File: src/rtl/i2c_cmd_sequencer_pkg.sv
// ============================================================================
// Module   : i2c_cmd_sequencer_pkg
// Purpose  : Shared states, command markers and field helpers for the sequencer.
// Revision : 1.0 - initial release
// ============================================================================
`default_nettype none

package i2c_cmd_sequencer_pkg;

  typedef enum logic [2:0] {
    ST_IDLE,
    ST_FETCH,
    ST_DECODE,
    ST_DELAY,
    ST_LAUNCH,
    ST_WAIT_END,
    ST_CHECK,
    ST_ADVANCE
  } state_e;

  localparam logic [7:0] CMD_END   = 8'hFF;
  localparam logic [7:0] CMD_DELAY = 8'hFE;

  // Command word layout: {dev[23:16], reg[15:8], val[7:0]}; delay count in [15:0]
  function automatic logic [7:0] cmd_dev(input logic [23:0] word);
    return word[23:16];
  endfunction

  function automatic logic [15:0] cmd_arg(input logic [23:0] word);
    return word[15:0];
  endfunction

endpackage

`default_nettype wire

File: src/rtl/i2c_cmd_sequencer_if.sv
// ============================================================================
// Module   : i2c_cmd_sequencer_if
// Purpose  : Table, host and I2C-controller signals of the command sequencer.
// Revision : 1.0 - initial release
// ============================================================================
`default_nettype none

interface i2c_cmd_sequencer_if #(
  parameter int TBL_AW = 8
);
  logic              GO;
  logic [TBL_AW-1:0] TBL_ADDR;
  logic [23:0]       TBL_DATA;
  logic              HOST_REQ;
  logic [23:0]       HOST_DATA;
  logic              HOST_BUSY;
  logic              HOST_DONE;
  logic              HOST_ERR;
  logic              INIT_DONE;
  logic              INIT_ERR;
  logic [7:0]        ERR_COUNT;
  logic              I2C_START;
  logic [23:0]       I2C_DATA;
  logic              I2C_END;
  logic              I2C_ACK;

  modport master (
    input  GO, TBL_DATA, HOST_REQ, HOST_DATA, I2C_END, I2C_ACK,
    output TBL_ADDR, HOST_BUSY, HOST_DONE, HOST_ERR,
           INIT_DONE, INIT_ERR, ERR_COUNT, I2C_START, I2C_DATA
  );

  modport slave (
    output GO, TBL_DATA, HOST_REQ, HOST_DATA, I2C_END, I2C_ACK,
    input  TBL_ADDR, HOST_BUSY, HOST_DONE, HOST_ERR,
           INIT_DONE, INIT_ERR, ERR_COUNT, I2C_START, I2C_DATA
  );
endinterface

`default_nettype wire

File: src/rtl/i2c_delay_timer.sv
// ============================================================================
// Module   : i2c_delay_timer
// Purpose  : Counts a loaded number of units, each DELAY_DIV clock cycles long.
// Revision : 1.0 - initial release
// ============================================================================
`default_nettype none

module i2c_delay_timer #(
  parameter int DELAY_DIV = 50000
) (
  input  wire logic        CLK,
  input  wire logic        RESET,
  input  wire logic        load_i,
  input  wire logic [15:0] units_i,
  output logic             done_o
);

  localparam int             c_PW       = (DELAY_DIV > 1) ? $clog2(DELAY_DIV) : 1;
  localparam logic [c_PW-1:0] c_PRE_LAST = c_PW'(DELAY_DIV - 1);

  logic [c_PW-1:0] pre_q;
  logic [15:0]     units_q;

  always_ff @(posedge CLK or posedge RESET) begin
    if (RESET) begin
      pre_q   <= '0;
      units_q <= '0;
    end else if (load_i) begin
      pre_q   <= '0;
      units_q <= units_i;
    end else if (units_q != 16'd0) begin
      if (pre_q == c_PRE_LAST) begin
        pre_q   <= '0;
        units_q <= units_q - 16'd1;
      end else begin
        pre_q <= pre_q + c_PW'(1);
      end
    end
  end

  // A zero-unit load reports done on the very next cycle
  assign done_o = (units_q == 16'd0) && !load_i;

endmodule

`default_nettype wire

File: src/rtl/i2c_cmd_sequencer.sv
// ============================================================================
// Module   : i2c_cmd_sequencer
// Purpose  : Plays a ROM command table into an I2C byte controller, then serves a host.
// Revision : 1.0 - initial release
// ============================================================================
`default_nettype none

module i2c_cmd_sequencer
  import i2c_cmd_sequencer_pkg::*;
#(
  parameter int TBL_AW        = 8,
  parameter int RETRIES       = 2,
  parameter int DELAY_DIV     = 50000,
  parameter int START_TIMEOUT = 16
) (
  input wire logic             CLK,
  input wire logic             RESET,
  i2c_cmd_sequencer_if.master  bus
);

  localparam int              c_TW       = $clog2(START_TIMEOUT + 1);
  localparam logic [c_TW-1:0] c_TMO_LAST = c_TW'(START_TIMEOUT - 1);
  localparam logic [7:0]      c_RETRIES  = 8'(RETRIES);

  state_e            state_q, state_d;
  logic [TBL_AW-1:0] addr_q, addr_d;
  logic [23:0]       data_q, data_d;
  logic              start_q, start_d;
  logic              host_busy_q, host_busy_d;
  logic              host_done_q, host_done_d;
  logic              host_err_q, host_err_d;
  logic              init_done_q, init_done_d;
  logic              init_err_q, init_err_d;
  logic [7:0]        err_cnt_q, err_cnt_d;
  logic [7:0]        retry_q, retry_d;
  logic [c_TW-1:0]   tmo_q, tmo_d;
  logic              src_host_q, src_host_d;
  logic              w_tmr_load, w_tmr_done;
  logic              w_xfer_end, w_xfer_fail;

  i2c_delay_timer #(
    .DELAY_DIV (DELAY_DIV)
  ) u_delay (
    .CLK     (CLK),
    .RESET   (RESET),
    .load_i  (w_tmr_load),
    .units_i (cmd_arg(bus.TBL_DATA)),
    .done_o  (w_tmr_done)
  );

  always_ff @(posedge CLK or posedge RESET) begin
    if (RESET) begin
      state_q     <= ST_IDLE;
      addr_q      <= '0;
      data_q      <= '0;
      start_q     <= 1'b0;
      host_busy_q <= 1'b0;
      host_done_q <= 1'b0;
      host_err_q  <= 1'b0;
      init_done_q <= 1'b0;
      init_err_q  <= 1'b0;
      err_cnt_q   <= '0;
      retry_q     <= '0;
      tmo_q       <= '0;
      src_host_q  <= 1'b0;
    end else begin
      state_q     <= state_d;
      addr_q      <= addr_d;
      data_q      <= data_d;
      start_q     <= start_d;
      host_busy_q <= host_busy_d;
      host_done_q <= host_done_d;
      host_err_q  <= host_err_d;
      init_done_q <= init_done_d;
      init_err_q  <= init_err_d;
      err_cnt_q   <= err_cnt_d;
      retry_q     <= retry_d;
      tmo_q       <= tmo_d;
      src_host_q  <= src_host_d;
    end
  end

  always_comb begin
    state_d     = state_q;
    addr_d      = addr_q;
    data_d      = data_q;
    start_d     = start_q;
    host_busy_d = host_busy_q;
    host_done_d = 1'b0;
    host_err_d  = host_err_q;
    init_done_d = init_done_q;
    init_err_d  = init_err_q;
    err_cnt_d   = err_cnt_q;
    retry_d     = retry_q;
    tmo_d       = tmo_q;
    src_host_d  = src_host_q;
    w_tmr_load  = 1'b0;
    w_xfer_end  = 1'b0;
    w_xfer_fail = 1'b0;

    case (state_q)
      ST_IDLE: begin
        // Waiting for I2C_END keeps us off a controller still busy from before reset
        if (bus.I2C_END) begin
          if (bus.GO) begin
            init_done_d = 1'b0;
            init_err_d  = 1'b0;
            err_cnt_d   = '0;
            addr_d      = '0;
            src_host_d  = 1'b0;
            state_d     = ST_FETCH;
          end else if (bus.HOST_REQ) begin
            data_d      = bus.HOST_DATA;
            host_busy_d = 1'b1;
            src_host_d  = 1'b1;
            retry_d     = '0;
            tmo_d       = '0;
            start_d     = 1'b1;
            state_d     = ST_LAUNCH;
          end
        end
      end
      ST_FETCH: state_d = ST_DECODE;
      ST_DECODE: begin
        if (cmd_dev(bus.TBL_DATA) == CMD_END) begin
          init_done_d = 1'b1;
          state_d     = ST_IDLE;
        end else if (cmd_dev(bus.TBL_DATA) == CMD_DELAY) begin
          w_tmr_load = 1'b1;
          state_d    = ST_DELAY;
        end else begin
          data_d  = bus.TBL_DATA;
          retry_d = '0;
          tmo_d   = '0;
          start_d = 1'b1;
          state_d = ST_LAUNCH;
        end
      end
      ST_DELAY: if (w_tmr_done) state_d = ST_ADVANCE;
      ST_LAUNCH: begin
        if (!bus.I2C_END) begin
          start_d = 1'b0;
          state_d = ST_WAIT_END;
        end else if (tmo_q == c_TMO_LAST) begin
          start_d     = 1'b0;
          w_xfer_end  = 1'b1;
          w_xfer_fail = 1'b1;
        end else begin
          tmo_d = tmo_q + c_TW'(1);
        end
      end
      ST_WAIT_END: if (bus.I2C_END) state_d = ST_CHECK;
      ST_CHECK: begin
        if (!bus.I2C_ACK) begin
          w_xfer_end = 1'b1;
        end else if (retry_q < c_RETRIES) begin
          retry_d = retry_q + 8'd1;
          tmo_d   = '0;
          start_d = 1'b1;
          state_d = ST_LAUNCH;
        end else begin
          w_xfer_end  = 1'b1;
          w_xfer_fail = 1'b1;
        end
      end
      ST_ADVANCE: begin
        if (addr_q == '1) begin
          init_done_d = 1'b1;
          state_d     = ST_IDLE;
        end else begin
          addr_d  = addr_q + TBL_AW'(1);
          state_d = ST_FETCH;
        end
      end
      default: state_d = ST_IDLE;
    endcase

    if (w_xfer_end) begin
      if (src_host_q) begin
        host_done_d = 1'b1;
        host_err_d  = w_xfer_fail;
        host_busy_d = 1'b0;
        state_d     = ST_IDLE;
      end else begin
        if (w_xfer_fail) begin
          init_err_d = 1'b1;
          if (err_cnt_q != 8'hFF) err_cnt_d = err_cnt_q + 8'd1;
        end
        state_d = ST_ADVANCE;
      end
    end
  end

  assign bus.TBL_ADDR  = addr_q;
  assign bus.I2C_START = start_q;
  assign bus.I2C_DATA  = data_q;
  assign bus.HOST_BUSY = host_busy_q;
  assign bus.HOST_DONE = host_done_q;
  assign bus.HOST_ERR  = host_err_q;
  assign bus.INIT_DONE = init_done_q;
  assign bus.INIT_ERR  = init_err_q;
  assign bus.ERR_COUNT = err_cnt_q;

endmodule

`default_nettype wire

File: src/flat_wrapper.sv
// flat-port wrapper written by rule: the top's interface ports become plain ports
module i2c_cmd_sequencer_flat import i2c_cmd_sequencer_pkg::*;
#(
  parameter int TBL_AW        = 8,
  parameter int RETRIES       = 2,
  parameter int DELAY_DIV     = 50000,
  parameter int START_TIMEOUT = 16
)
  (CLK, RESET, bus_GO, bus_TBL_DATA, bus_HOST_REQ, bus_HOST_DATA, bus_I2C_END, bus_I2C_ACK, bus_TBL_ADDR, bus_HOST_BUSY, bus_HOST_DONE, bus_HOST_ERR, bus_INIT_DONE, bus_INIT_ERR, bus_ERR_COUNT, bus_I2C_START, bus_I2C_DATA);
  i2c_cmd_sequencer_if #(.TBL_AW(TBL_AW)) bus_i ();
  input wire logic CLK;
  input wire logic RESET;
  input wire logic [$bits(bus_i.GO)-1:0] bus_GO;
  input wire logic [$bits(bus_i.TBL_DATA)-1:0] bus_TBL_DATA;
  input wire logic [$bits(bus_i.HOST_REQ)-1:0] bus_HOST_REQ;
  input wire logic [$bits(bus_i.HOST_DATA)-1:0] bus_HOST_DATA;
  input wire logic [$bits(bus_i.I2C_END)-1:0] bus_I2C_END;
  input wire logic [$bits(bus_i.I2C_ACK)-1:0] bus_I2C_ACK;
  output wire logic [$bits(bus_i.TBL_ADDR)-1:0] bus_TBL_ADDR;
  output wire logic [$bits(bus_i.HOST_BUSY)-1:0] bus_HOST_BUSY;
  output wire logic [$bits(bus_i.HOST_DONE)-1:0] bus_HOST_DONE;
  output wire logic [$bits(bus_i.HOST_ERR)-1:0] bus_HOST_ERR;
  output wire logic [$bits(bus_i.INIT_DONE)-1:0] bus_INIT_DONE;
  output wire logic [$bits(bus_i.INIT_ERR)-1:0] bus_INIT_ERR;
  output wire logic [$bits(bus_i.ERR_COUNT)-1:0] bus_ERR_COUNT;
  output wire logic [$bits(bus_i.I2C_START)-1:0] bus_I2C_START;
  output wire logic [$bits(bus_i.I2C_DATA)-1:0] bus_I2C_DATA;
  assign bus_i.GO = bus_GO;
  assign bus_i.TBL_DATA = bus_TBL_DATA;
  assign bus_i.HOST_REQ = bus_HOST_REQ;
  assign bus_i.HOST_DATA = bus_HOST_DATA;
  assign bus_i.I2C_END = bus_I2C_END;
  assign bus_i.I2C_ACK = bus_I2C_ACK;
  assign bus_TBL_ADDR = bus_i.TBL_ADDR;
  assign bus_HOST_BUSY = bus_i.HOST_BUSY;
  assign bus_HOST_DONE = bus_i.HOST_DONE;
  assign bus_HOST_ERR = bus_i.HOST_ERR;
  assign bus_INIT_DONE = bus_i.INIT_DONE;
  assign bus_INIT_ERR = bus_i.INIT_ERR;
  assign bus_ERR_COUNT = bus_i.ERR_COUNT;
  assign bus_I2C_START = bus_i.I2C_START;
  assign bus_I2C_DATA = bus_i.I2C_DATA;
  i2c_cmd_sequencer #(.TBL_AW(TBL_AW), .RETRIES(RETRIES), .DELAY_DIV(DELAY_DIV), .START_TIMEOUT(START_TIMEOUT)) u_core (.CLK(CLK), .RESET(RESET), .bus(bus_i));
endmodule
File: config.mk
export PLATFORM = sky130hd
export DESIGN_NAME = i2c_cmd_sequencer_flat
export DESIGN_NICKNAME = d
export VERILOG_FILES = /design/src/rtl/i2c_cmd_sequencer_pkg.sv /design/src/rtl/i2c_cmd_sequencer_if.sv /design/src/rtl/i2c_delay_timer.sv /design/src/rtl/i2c_cmd_sequencer.sv /design/src/flat_wrapper.sv
export SDC_FILE = /design/constraint.sdc
export NUM_CORES = 1
export LEC_CHECK = 0
export ABC_CLOCK_PERIOD_IN_PS = 2600
export CELL_PAD_IN_SITES_DETAIL_PLACEMENT = 2
export CELL_PAD_IN_SITES_GLOBAL_PLACEMENT = 2
export CORE_MARGIN = 1
export CORE_UTILIZATION = 23
export DETAILED_ROUTE_END_ITERATION = 12
export PLACE_DENSITY = 0.73
export REMOVE_ABC_BUFFERS = 1
export SKIP_CTS_REPAIR_TIMING = 1
export SYNTH_ARGS = -nofsm -noshare
export SYNTH_HDL_FRONTEND = slang
export SYNTH_HIERARCHICAL = 1
export SYNTH_SLANG_ARGS = --single-unit
File: constraint.sdc
create_clock -name CLK -period 2.6 [get_ports CLK]
set_input_delay 0.39 -clock CLK [delete_from_list [all_inputs] [get_ports CLK]]
set_output_delay 0.39 -clock CLK [all_outputs]
set_load 0.05 [all_outputs]
---- Word level (Yosys, flattened, before mapping) ----
Index checks and enable logic that the tools add are counted.
word-level totals
  register bits after elaboration ......... 95
  logic and storage cells ................. 174
  input port bits ......................... 54
  output and inout port bits .............. 46
operators by class
  add/sub/neg operators ................... 6
  multiplexer cells ....................... 95
  magnitude comparators ................... 1
  reduce and logical (&&, ||, !) cells .... 23
  equal/unequal tests ..................... 34
operator list
  cell                                                    count
  two-way mux 8 bit                                       17
  two-way mux 24 bit                                      5
  two-way mux 16 bit                                      6
  one-hot mux 24 bit (2 select lines)                     1
  two-way mux 5 bit                                       9
  two-way mux 1 bit                                       37
  two-way mux 3 bit                                       12
  adder 8 x 1 -> 8 bit (second input constant)            3
  == test 8 bit (second input constant)                   3
  one-hot mux 3 bit (8 select lines)                      1
  one-hot mux 8 bit (3 select lines)                      1
  inequality test 2 bit (second input constant)           10
  one-hot mux 5 bit (4 select lines)                      1
  inequality test 3 x 2 -> 1 bit (second input constant)  6
  adder 16 x 1 -> 16 bit (second input constant)          1
  == test 16 bit (second input constant)                  1
  zero test 16 bit                                        1
  one-hot mux 8 bit (2 select lines)                      1
  nonzero test 16 bit                                     1
  subtractor 16 x 1 -> 16 bit (second input constant)     1
  == test 3 bit (second input constant)                   4
  AND reduction 10 bit                                    1
  nonzero test 2 bit                                      5
  AND reduction 9 bit                                     1
  other kinds (24)                                        30

---- Logic depth before layout (Yosys ltp) ----
Gate-level depths: netlist of the first run.
  depth after elaboration ................. 9
  gate-level depth with buffers ........... 13
  mapped depth without buffers ............ 10

---- By module ----
Netlist of the first run, hierarchy kept.
by module, submodules not included
  module             seq. area each (um^2)  instances  cells an instance  area each (um^2)
  i2c_cmd_sequencer  1,576.5                1          338                3,240.6
  i2c_delay_timer    800.8                  1          224                1,983.2

---- Worst setup path before layout of the first run ----
OpenSTA, ideal clock, no wires.
  kind .................................... register -> register
  from .................................... register u_core.state_q[0]
  to ...................................... register u_core.state_q[1]
  clock period less this slack ............ 2.901 ns
  setup slack ............................. -0.301 ns
  cell stages (with the launch flop) ...... 14
  required time ........................... 2.474 ns
  path buffers ............................ 3
  arrival time ............................ 2.775 ns
  library setup time ...................... 0.126 ns
  cells stage by stage .................... dfrtp_1 nand2b_1 nor2_4 buf_2 nand2_1 nor2_1 nor4b_1 and4_4 buf_6 buf_2 nor3b_1 o21ai_0 and3_1 a221o_1
between the ends
  word-level cells in the longest chain between the ends .. 6
  elaborated cells between the ends (all ways) .. 22
  classes of those cells .................. 14 x eq/ne; 4 x mux; 4 x reduce/logical
ends and longest elaborated chain
  item                                      RTL line                  source
  from (decl)                               i2c_cmd_sequencer.sv:25   state_e state_q, state_d;
  from (signal assigned)                    i2c_cmd_sequencer.sv:67   state_q <= state_d;
  == test 3 x 2 -> 1 bit                    i2c_cmd_sequencer.sv:101  case (state_q)
  two-way mux 1 bit                         i2c_cmd_sequencer.sv:101
  via u_core.w_tmr_load                     i2c_cmd_sequencer.sv:38   logic w_tmr_load, w_tmr_done;
  zero test 1 bit                           i2c_delay_timer.sv:42     assign done_o = (units_q == 16'd0) && !load_i;
  logical AND 1 bit                         i2c_delay_timer.sv:42
  via u_core.w_tmr_done                     i2c_cmd_sequencer.sv:38
  inequality test 3 x 2 -> 1 bit (no line)  -
  AND reduction 7 bit (no line)             -
The timed path passes the listed nets, and every way through them passes these cells.
A chain may end at the register's enable or synchronous reset.

---- Worst setup path after layout of the first run ----
  from .................................... input bus_TBL_DATA[23]
  to ...................................... register u_core.u_delay.pre_q[3]
between the ends
  word-level cells in the longest chain between the ends .. 5
  elaborated cells between the ends (all ways) .. 7
  classes of those cells .................. 2 x eq/ne; 4 x mux; 1 x reduce/logical
ends and longest elaborated chain
  item                                                             RTL line                  source
  from (decl)                                                      flat_wrapper.sv:14        input wire logic [$bits(bus_i.TBL_DATA)-1:0] bus_TBL_DATA;
  == test 8 bit                                                    i2c_cmd_sequencer.sv:128  end else if (cmd_dev(bus.TBL_DATA) == CMD_DELAY) begin
  two-way mux 1 bit                                                i2c_cmd_sequencer.sv:128
  two-way mux 1 bit *                                              i2c_cmd_sequencer.sv:125  if (cmd_dev(bus.TBL_DATA) == CMD_END) begin
  two-way mux 1 bit *                                              i2c_cmd_sequencer.sv:101
  via u_core.w_tmr_load                                            i2c_cmd_sequencer.sv:38
  two-way mux 16 bit / nonzero test 2 bit (equally long branches)  -
  to (signal assigned)                                             i2c_delay_timer.sv:36     pre_q <= pre_q + c_PW'(1);
  to (decl)                                                        i2c_delay_timer.sv:21     logic [c_PW-1:0] pre_q;
The timed path passes the listed nets; every way through them passes the cells marked *.

==> metrics.csv, run 1 <==
metric,value,unit
clockBufferDepth,2,
path_max_fanout,23,
cts_sinks,95,
drive_gt1_share,11.7,%
clk_pin_slew,70,ps
setup_viol,0,
dpl.hpwl,13300,um
ys_warn_count,6,
fin_crit,2380,ps
fmax,0.421,GHz
layout_commonest_cell,clkdlybuf4s50_1,
diodes,0,
rsz0062_at_grt,false,
io_buffers,99,
multi_input_area,2660,um^2
place_inst,947,
first_pass_iters,6,
wl_per_cell,18.6,um
period_share,91.5,%
synth_top_area_share,45.5,%
root_buffer,clkbuf_16,
die_h,153,um
crit_path_top_delay_cell,clkdlybuf4s50_1,
drv_cap,0,
final-seq-area,2380,um^2
tritoncts,done,
critPathLaunchType,input pin,
synth-seq-cells,95,
pin_count,100,
ant_nets,0,
viasPerCell,5.07,
grt_pass1_wl,29900,um
syn-cell-area,5220,um^2
worstMarginPinSlew,617,ps
first_global_vias,5472,
synth_cell_types,77,
grt.overflow.total,0,
yosys-top-cells-area,"dfrtp_1, nor2_1, mux2i_1",
async_flop_share,100,%
ys.flop_type,dfrtp_1,
ir_worst_vdd,0.000317,V
fillers,2454,
p_per_area,487,nW/um^2
end_kind,flop,
yosysSeqAreaShare,45.5,%
skew,7.19,ps
dieArea,23300,um^2
clk_latency,360,ps
run_status,finished clean,
critPathKind,in -> reg,
power.leakage,0.00280,uW
htreeDepth,3,
finalPower,3450,uW
drc_errors,0,
cp.required,2840,ps
cpPeakStageDelay,480,ps
antenna_found_initial,0,
final_cell_mix,"clkdlybuf4s50_1, dfrtp_1, nor2_1",
min_path_type,in -> async,
core,22000,um^2
final-max-slew-violation-count,0,
critPathArrivalTime,2610,ps
wirelength,17900,um
synth_edf_count,0,
num_vias,4883,
drt_iter0_drc,169,
instances_no_fill,963,
numCtsBuffers,9,
grt_max_degree,48,
die_x,153,um
yosys.area.top_type,dfrtp_1,
gp_congestion,0.813,
rows,54,
synthCells,562,
path_cells,clkdlybuf4s50_1 > nand4_1 > nor2_1 > nand2_1 > nor2_1 > buf_4 > a41o_1 > buf_4 > nor2b_1 > o21ai_0 > o31ai_1,
slew_headroom,58.5,%
grt_usage,16.1,%
hold_viol,0,
initial_core_util,23.7,%
final_nets,739,
postSynthAreaPerCell,9.29,um^2
syn_to_final_growth,35.4,%
==> stage by stage <==
| stage | cell area [um^2] | util, % | setup TNS (ps) | setup WS, ps | hold slack (ps) |
|---|---|---|---|---|---|
| final | 7070 | 32.1 | 0 | 222 | 395 |
| after detailed placement | 6700 | 30.4 | -3180 | -263 | 476 |
| after global routing | 7070 | 32.1 | 0 | 20.4 | 425 |
| after CTS | 7070 | 32.1 | 0 | 98.6 | 397 |
| after floorplan | 5100 | - | -24120 | -985 | 441 |
| after global placement | 6700 | 30.4 | -611 | -84.2 | 467 |
==> Yosys cell counts (9+ instances only) <==
master,instances
nand4_1,9
nand2_1,46
nor2_1,81
nor3_1,18
o21ai_0,40
a21oi_1,37
buf_2,12
inv_1,17
mux2i_1,26
dfrtp_1,95
nand3_1,23
==> worst max-delay path: cells and delay by family <==
| kind | cells | cell delay (ps) |
|---|---|---|
| compound gates | 3 | 560 |
| buf+inv | 3 | 1000 |
| simple gates | 5 | 640 |
==> cell type report <==
| class | count | share of cell area (%) |
|---|---|---|
| clock buffer | 12 | 3.77 |
| sequential | 95 | 33.6 |
| tap | 280 | 4.95 |
| inverter | 18 | 0.955 |
| timing repair buffer | 129 | 17.7 |
| multi-input combinational | 425 | 37.6 |
| clock inverter | 4 | 1.40 |
==> logic make-up (layout without fill, tap and decap cells) <==
logic type / after synthesis / count (layout) / synth area share (%)
muxes: 28 / 28 / 5.41
and+or+nand+nor: 237 / 237 / 24.1
DFF: 95 / 95 / 45.5
xor gates and xnor gates: 10 / 10 / 1.68
AOI/OAI and AO/OA: 143 / 143 / 17.8
adders and majority gates: 7 / 7 / 1.68
buffers and inverters: 42 / 163 / 3.74
==> flip-flops by register name, indices dropped and copies added (netlist names) <==
name,flops
u_core/bus.ERR_COUNT,8
u_core/bus.HOST_BUSY,1
u_core/bus.HOST_DONE,1
u_core/bus.HOST_ERR,1
u_core/bus.I2C_DATA,24
u_core/bus.I2C_START,1
u_core/bus.INIT_DONE,1
u_core/bus.INIT_ERR,1
u_core/bus.TBL_ADDR,8
u_core/retry_q,8
u_core/src_host_q,1
u_core/state_q,3
u_core/tmo_q,5
u_core/u_delay/pre_q,16
u_core/u_delay/units_q,16
==> path summary, 6_finish.rpt <==
| kind | end | cells past startpoint | startpoint | slack (ps) |
|---|---|---|---|---|
| worst max-delay path | u_core/u_delay/pre_q[3] | 11 | bus_TBL_DATA[23] | 220 |
| max in group asynchronous | u_core/bus.I2C_DATA[10] | 3 | RESET | 1570 |
| worst min-delay path | u_core/bus.I2C_DATA[15] | 2 | RESET | 390 |
| worst min register to register | u_core/tmo_q[3] | 1 | u_core/tmo_q[3] | 480 |
| worst max register to register | u_core/u_delay/pre_q[14] | 9 | u_core/u_delay/units_q[1] | 260 |
| min in group CLK | u_core/tmo_q[3] | 1 | u_core/tmo_q[3] | 480 |
==> power breakdown <==
part,switching (uW),leakage (uW),internal [uW]
Sequential,18.5,0.00117,1500
Clock,617,0.000179,1020
Combinational,157,0.00145,131
==> layer usage <==
metal	track usage (%)	up-vias	share of wire (%)
met5	0	-	0
met4	5.96	0	1.5
met3	2.90	17	3.7
met2	27.8	98	49
met1	20.0	2498	46
li1	-	2270	-
(Power assumes the default switching activity.)
==> run 2: changes to the inputs <==
CTS_CLUSTER_SIZE = 20   (was unset)
==> results of run 2 <==
The final DEF is identical to that of run 1; final timing and power are the same.
